[config.mk]
export PLATFORM = sky130hd
export DESIGN_NAME = mmio_uart_tx_flat
export DESIGN_NICKNAME = d
export VERILOG_FILES = /design/src/rtl/mmio_uart_tx_pkg.sv /design/src/rtl/mmio_uart_tx_if.sv /design/src/rtl/mmio_uart_tx_sync_fifo.sv /design/src/rtl/mmio_uart_tx.sv /design/src/flat_wrapper.sv
export SDC_FILE = /design/constraint.sdc
export NUM_CORES = 1
export LEC_CHECK = 0
export ABC_AREA = 0
export CAP_MARGIN = 20
export CORE_ASPECT_RATIO = 2
export CORE_MARGIN = 3
export CORE_UTILIZATION = 50
export CTS_BUF_LIST = sky130_fd_sc_hd__clkbuf_4 sky130_fd_sc_hd__clkbuf_8 sky130_fd_sc_hd__clkbuf_16
export CTS_CLUSTER_DIAMETER = 80
export CTS_CLUSTER_SIZE = 24
export DETAILED_ROUTE_END_ITERATION = 12
export GPL_TIMING_DRIVEN = 0
export MAX_ROUTING_LAYER = met4
export PLACE_DENSITY_LB_ADDON = 0.2
export SLEW_MARGIN = 5
export SYNTH_ARGS = -nofsm -noshare
export SYNTH_HDL_FRONTEND = slang
export SYNTH_HIERARCHICAL = 1
export SYNTH_SLANG_ARGS = --single-unit
[constraint.sdc]
create_clock -name clk -period 3.4 [get_ports clk]
set_input_delay 0.68 -clock clk [delete_from_list [all_inputs] [get_ports clk]]
set_output_delay 0.68 -clock clk [all_outputs]
set_load 0.03 [all_outputs]
[src/rtl/mmio_uart_tx_pkg.sv]
// Shared constants, register map and serializer state type for the MMIO UART TX.
package mmio_pkg;

  localparam logic [2:0] TXDATA_OFS = 3'd0;
  localparam logic [2:0] STATUS_OFS = 3'd4;

  localparam int unsigned ST_FULL    = 0;
  localparam int unsigned ST_EMPTY   = 1;
  localparam int unsigned ST_BUSY    = 2;
  localparam int unsigned ST_OVF     = 3;
  localparam int unsigned ST_CNT_LSB = 4;
  localparam int unsigned ST_CNT_W   = 5;

  typedef enum logic [1:0] {
    IDLE,
    START,
    DATA,
    STOP
  } uart_state_t;

  // Assemble the STATUS register word; unused bits read as zero.
  function automatic logic [31:0] pack_status(
    input logic                full,
    input logic                empty,
    input logic                busy,
    input logic                ovf,
    input logic [ST_CNT_W-1:0] cnt
  );
    logic [31:0] s;
    s = '0;
    s[ST_FULL]  = full;
    s[ST_EMPTY] = empty;
    s[ST_BUSY]  = busy;
    s[ST_OVF]   = ovf;
    s[ST_CNT_LSB +: ST_CNT_W] = cnt;
    return s;
  endfunction

endpackage

[src/rtl/mmio_uart_tx_if.sv]
// CPU data-memory port as seen by the UART peripheral.
interface mmio_uart_tx_if;
  logic [31:0] Address;
  logic [31:0] DataWr;
  logic        DMWr;
  logic [2:0]  DMCtrl;
  logic        mmio_sel;
  logic [31:0] DataRd;

  modport master (
    output Address, DataWr, DMWr, DMCtrl,
    input  mmio_sel, DataRd
  );

  modport slave (
    input  Address, DataWr, DMWr, DMCtrl,
    output mmio_sel, DataRd
  );
endinterface

[src/rtl/mmio_uart_tx_sync_fifo.sv]
// Single-clock FIFO; push and pop may occur on the same edge, and a push
// into a full FIFO is accepted when a pop frees the slot on that edge.
module sync_fifo #(
  parameter int unsigned WIDTH = 8,
  parameter int unsigned DEPTH = 8
) (
  input  logic                       clk,
  input  logic                       reset,
  input  logic                       push,
  input  logic                       pop,
  input  logic [WIDTH-1:0]           wr_data,
  output logic [WIDTH-1:0]           rd_data,
  output logic                       full,
  output logic                       empty,
  output logic [$clog2(DEPTH+1)-1:0] count
);

  localparam int unsigned PW = (DEPTH > 1) ? $clog2(DEPTH) : 1;
  localparam int unsigned CW = $clog2(DEPTH + 1);

  logic [WIDTH-1:0] mem [DEPTH];
  logic [PW-1:0]    wptr;
  logic [PW-1:0]    rptr;
  logic             do_push;
  logic             do_pop;

  function automatic logic [PW-1:0] next_ptr(input logic [PW-1:0] p);
    return (p == PW'(DEPTH - 1)) ? '0 : p + PW'(1);
  endfunction

  assign full    = (count == CW'(DEPTH));
  assign empty   = (count == '0);
  assign do_pop  = pop && !empty;
  assign do_push = push && (!full || do_pop);
  assign rd_data = mem[rptr];

  // Storage array; contents need no reset since count gates visibility.
  always_ff @(posedge clk) begin
    if (do_push) mem[wptr] <= wr_data;
  end

  // Pointer and occupancy bookkeeping.
  always_ff @(posedge clk) begin
    if (reset) begin
      wptr  <= '0;
      rptr  <= '0;
      count <= '0;
    end else begin
      if (do_push) wptr <= next_ptr(wptr);
      if (do_pop)  rptr <= next_ptr(rptr);
      case ({do_push, do_pop})
        2'b10:   count <= count + CW'(1);
        2'b01:   count <= count - CW'(1);
        default: count <= count;
      endcase
    end
  end

endmodule

[src/rtl/mmio_uart_tx.sv]
// Memory-mapped 8N1 UART transmitter: register decode, TX FIFO and serializer.
module mmio_uart_tx
  import mmio_pkg::*;
#(
  parameter logic [31:0] BASE_ADDR  = 32'h0000_1000,
  parameter int unsigned CLK_DIV    = 16,
  parameter int unsigned FIFO_DEPTH = 8
) (
  input  logic           clk,
  input  logic           reset,
  mmio_uart_tx_if.slave  bus,
  output logic           tx
);

  localparam int unsigned CW = $clog2(FIFO_DEPTH + 1);
  localparam int unsigned BW = $clog2(CLK_DIV);
  localparam logic [BW-1:0] BAUD_LAST = BW'(CLK_DIV - 1);

  logic          sel;
  logic          reg_is_status;
  logic          push_req;
  logic          status_wr;
  logic          busy;
  logic          overflow;
  logic          fifo_pop;
  logic          fifo_full;
  logic          fifo_empty;
  logic [CW-1:0] fifo_count;
  logic [7:0]    fifo_data;

  uart_state_t   state, state_n;
  logic [BW-1:0] baud, baud_n;
  logic [2:0]    bit_idx, bit_idx_n;
  logic [7:0]    shift, shift_n;
  logic          tx_n;
  logic          baud_end;

  // Store width and upper data bits are irrelevant to this peripheral.
  logic unused_bits;
  assign unused_bits = ^{bus.DMCtrl, bus.DataWr[31:8], bus.Address[1:0]};

  assign sel           = (bus.Address[31:3] == BASE_ADDR[31:3]);
  assign reg_is_status = (bus.Address[2] == STATUS_OFS[2]);
  assign push_req      = bus.DMWr && sel && !reg_is_status;
  assign status_wr     = bus.DMWr && sel && reg_is_status;
  assign busy          = (state != IDLE);
  assign baud_end      = (baud == BAUD_LAST);

  assign bus.mmio_sel = sel;
  assign bus.DataRd   = (sel && reg_is_status)
                        ? pack_status(fifo_full, fifo_empty, busy, overflow,
                                      ST_CNT_W'(fifo_count))
                        : '0;

  sync_fifo #(
    .WIDTH (8),
    .DEPTH (FIFO_DEPTH)
  ) u_fifo (
    .clk     (clk),
    .reset   (reset),
    .push    (push_req),
    .pop     (fifo_pop),
    .wr_data (bus.DataWr[7:0]),
    .rd_data (fifo_data),
    .full    (fifo_full),
    .empty   (fifo_empty),
    .count   (fifo_count)
  );

  // Sticky overflow: set by a push the FIFO cannot take, cleared by any STATUS write.
  always_ff @(posedge clk) begin
    if (reset)                                   overflow <= 1'b0;
    else if (status_wr)                          overflow <= 1'b0;
    else if (push_req && fifo_full && !fifo_pop) overflow <= 1'b1;
  end

  // Serializer registers, including the registered tx line.
  always_ff @(posedge clk) begin
    if (reset) begin
      state   <= IDLE;
      baud    <= '0;
      bit_idx <= '0;
      shift   <= '0;
      tx      <= 1'b1;
    end else begin
      state   <= state_n;
      baud    <= baud_n;
      bit_idx <= bit_idx_n;
      shift   <= shift_n;
      tx      <= tx_n;
    end
  end

  // Next-state logic; tx is derived from the next state so the line
  // changes on the same edge the state does.
  always_comb begin
    state_n   = state;
    baud_n    = baud;
    bit_idx_n = bit_idx;
    shift_n   = shift;
    fifo_pop  = 1'b0;
    case (state)
      IDLE: begin
        if (!fifo_empty) begin
          fifo_pop = 1'b1;
          shift_n  = fifo_data;
          state_n  = START;
          baud_n   = '0;
        end
      end
      START: begin
        if (baud_end) begin
          state_n   = DATA;
          bit_idx_n = '0;
          baud_n    = '0;
        end else begin
          baud_n = baud + BW'(1);
        end
      end
      DATA: begin
        if (baud_end) begin
          baud_n  = '0;
          shift_n = shift >> 1;
          if (bit_idx == 3'd7) state_n   = STOP;
          else                 bit_idx_n = bit_idx + 3'd1;
        end else begin
          baud_n = baud + BW'(1);
        end
      end
      STOP: begin
        if (baud_end) begin
          baud_n = '0;
          if (!fifo_empty) begin
            fifo_pop = 1'b1;
            shift_n  = fifo_data;
            state_n  = START;
          end else begin
            state_n = IDLE;
          end
        end else begin
          baud_n = baud + BW'(1);
        end
      end
      default: state_n = IDLE;
    endcase

    case (state_n)
      START:   tx_n = 1'b0;
      DATA:    tx_n = shift_n[0];
      default: tx_n = 1'b1;
    endcase
  end

endmodule

[src/flat_wrapper.sv]
// flat-port wrapper written by rule: the top's interface ports become plain ports
module mmio_uart_tx_flat import mmio_pkg::*;
#(
  parameter logic [31:0] BASE_ADDR  = 32'h0000_1000,
  parameter int unsigned CLK_DIV    = 16,
  parameter int unsigned FIFO_DEPTH = 8
)
  (clk, reset, tx, bus_Address, bus_DataWr, bus_DMWr, bus_DMCtrl, bus_mmio_sel, bus_DataRd);
  mmio_uart_tx_if bus_i ();
  input  logic clk;
  input  logic reset;
  output logic tx;
  input wire logic [$bits(bus_i.Address)-1:0] bus_Address;
  input wire logic [$bits(bus_i.DataWr)-1:0] bus_DataWr;
  input wire logic [$bits(bus_i.DMWr)-1:0] bus_DMWr;
  input wire logic [$bits(bus_i.DMCtrl)-1:0] bus_DMCtrl;
  output wire logic [$bits(bus_i.mmio_sel)-1:0] bus_mmio_sel;
  output wire logic [$bits(bus_i.DataRd)-1:0] bus_DataRd;
  assign bus_i.Address = bus_Address;
  assign bus_i.DataWr = bus_DataWr;
  assign bus_i.DMWr = bus_DMWr;
  assign bus_i.DMCtrl = bus_DMCtrl;
  assign bus_mmio_sel = bus_i.mmio_sel;
  assign bus_DataRd = bus_i.DataRd;
  mmio_uart_tx #(.BASE_ADDR(BASE_ADDR), .CLK_DIV(CLK_DIV), .FIFO_DEPTH(FIFO_DEPTH)) u_core (.clk(clk), .reset(reset), .bus(bus_i), .tx(tx));
endmodule
==> results.yml <==
critical_path:
  cp.arrival_ns: 2.61
  cp_max_fo: 10
  crit_slowest_cell: "clkdlybuf4s50_1"
  crit_chain: "clkdlybuf4s50_1 > nor4_4 > nand4_1 > nor2_2 > buf_4 > clkdlybuf4s50_1"
  path_class: "in2out"
  cp.required_ns: 2.72
  cpMostUsedCell: "clkdlybuf4s50_1"
  end_kind: "output pin"
  cpPeakStageDelay_ns: 0.68
  cp-start-kind: "input pin"
floorplanning:
  die_w_um: 73.6
  fp.dieH_um: 141
  rows: 48
  coreArea_sq_um: 8770
  fp.dieArea_sq_um: 10400
  start_util_pct: 52.1
  pin_count: 104
clock_tree:
  cts_buffers: 9
  holdBufCountCts: 0
  cts_buffer_depth: 2
  clkTransAtPathRegs_ns: 0.07
  clock_latency_ns: 0.34
  cts_tree: "yes"
  cts.sinks: 96
  cts_root_buffer: "clkbuf_16"
  htreeDepth: 3
detailed_routing:
  antenna_left: 0
  met3RoutedLength_um: 579
  wl_per_cell_um: 17.6
  avgViaCountPerCell: 5.56
  met1_length_mm: 3.32
  highest_layer: "met4"
  drt_iter0_markers: 125
  dr_wl_met2_mm: 5.51
  drc: 0
  num_vias: 3022
  drt-pass1-iter-count: 4
  routed_wl_mm: 9.59
synth:
  synth-seq-cells: 96
  syn_area_per_cell_sq_um: 13.0
  ys.flop_type: "edfxtp_1"
  syn_inst: 351
  synth_warnings: 6
  yosysTopAreaCellShare_pct: 42.1
  yosysTopAreaCell: "edfxtp_1"
  netlist_area_sq_um: 4560
  yosysUniqueCellTypes: 55
  async_reset_ff_share_pct: 0
  synth_area_leaders: "edfxtp_1 42%, dfxtp_1 14%, mux4_2 7.9%"
  synth-edff-count: 64
  ys_seq_area_share_pct: 56.1
global_route:
  grt_pass1_wl_mm: 15.5
  grt_pass1_vias: 3071
  grt_max_degree: 19
  grt_antenna_before_repair: 0
  grt_usage_pct: 20.5
  grt-ovfl-total: 0
placed_design:
  dp_cells: 525
  numPortBuffers: 50
  gp_congestion: 0.826
  hpwl_mm: 7.22
  placed_cell_area_sq_um: 5310
pwr:
  powerDensity_nw_per_um2: 412
  max-vdd-ir-drop_v: 0.000494
  p_leak_uw: 0.00214
sta:
  max_slew_margin_pct: 38.7
  final.setup_skew_ns: 0.00389
  worst_slew_pin_slew_ns: 0.908
  timing.final.crit_share_pct: 96.7
  drv_slew: 0
  period_needed_ns: 3.29
  setup_viol: 0
  max_freq_ghz: 0.304
  final_hold_viol_count: 0
  timing.hold.ws_ns: 0.488
final_layout:
  fin_nets: 524
  syn_to_final_growth_pct: 24.2
  diodes: 0
  seq_area_sq_um: 2560
  nFillCells: 687
  final_common_cell: "edfxtp_1"
  finalInstanceArea_sq_um: 5670
  multi_input_area_sq_um: 1880
  drive_above_1_share_pct: 23.2
  final-instance-count-excl-fill: 544
  mostFrequentLayoutCells: "64 x edfxtp_1, 42 x clkdlybuf4s50_1, 33 x nor2_1"
flow_run:
  max_cap_violations: 0
min_path:
  hold_path_class: "reg2reg"
run_status:
  outcome: "complete, no violations"
## state kept, by name, summed over array words and instances (netlist names), named ones only
register and cells:
u_core/tx 1, u_core/baud 4, u_core/u_fifo/rptr 3, u_core/u_fifo/wptr 3, u_core/state 2, u_core/u_fifo/count 4
u_core/overflow 1, u_core/shift 8, u_core/bit_idx 3, u_core/u_fifo/mem 64
## cell families (layout without fill, tap and decap cells)
kind of cell | count (synthesis) | count (layout) | synth area share (%)
other cells | 1 | 24 | 0.0822
xor+xnor | 3 | 3 | 0.576
simple gates | 101 | 101 | 11.3
flops | 96 | 96 | 56.1
buf+inv | 47 | 117 | 6.28
compound gates | 52 | 52 | 8.91
fa+ha+maj | 15 | 15 | 4.11
mux | 36 | 36 | 12.6
## path summary, 6_finish.rpt
path | startpoint | to | slack [ns] | depth (start not counted)
max | bus_Address[18] | bus_mmio_sel | 0.11 | 6
min | u_core/baud[1] | u_core/baud[1] | 0.49 | 2
max reg2reg | u_core/state[1] | u_core/u_fifo/count[2] | 0.28 | 14
min reg2reg | u_core/baud[1] | u_core/baud[1] | 0.49 | 2
## Yosys cell counts, types with 4 or more instances
library cell	instances
and3_1	8
a22oi_1	6
mux2i_1	9
nand3_1	5
nor3_1	10
inv_1	7
a31oi_1	7
edfxtp_1	64
nand2b_1	4
nor4_1	7
nor2b_1	4
nand2_1	12
ha_1	15
mux2_2	11
clkbuf_1	7
buf_4	24
a21oi_1	10
o2bb2ai_1	6
o21ai_0	4
dfxtp_1	32
mux4_2	16
nor2_1	35
## stage by stage
step                      power (uW)  utilization [%]  setup slack (ns)  TNS [ns]
final                           2330             64.6             0.112         0
after global routing            2430             64.6          -0.00456  -0.00569
after CTS                       2350             63.9            0.0211         0
after detailed placement        1390             60.6            -0.548    -18.47
after global placement          1390             60.2             -1.13    -41.58
after floorplan                 1330                -             0.155         0
## critical path, delay by kind of cell
family / cells / cell delay, ns
buffers and inverters: 3 / 1.30
AND/OR/NAND/NOR: 3 / 0.63
## area by class of cell
type	count	area share (%)
Tap cell	100	2.21
Timing Repair Buffer	55	9.32
Sequential cell	96	45.2
Clock inverter	7	1.10
Multi-Input combinational cell	231	33.1
Buffer	39	4.59
Inverter	7	0.464
Clock buffer	9	3.97
## power breakdown
part | internal [uW] | leakage (uW) | switching (uW)
combinational | 61.9 | 0.00117 | 64.2
clock | 512 | 0.000138 | 453
sequential | 1240 | 0.000833 | 0.000000198
total | 1820 | 0.00214 | 518
## routing by layer
layer  global-route usage, %  vias up
li1                        -     1465
met1                    20.6     1463
met2                    37.2       80
met3                    4.21       14
met4                    7.93        0
met5                       -        -
## repair_timing
item | 4_1_cts | 5_1_grt
pin swaps | 0 | 2
gates resized for setup | 13 | 6
buffers inserted | 0 | 4
setup endpoints to repair | 11 | 59
Power figures use the tool's default switching activity.
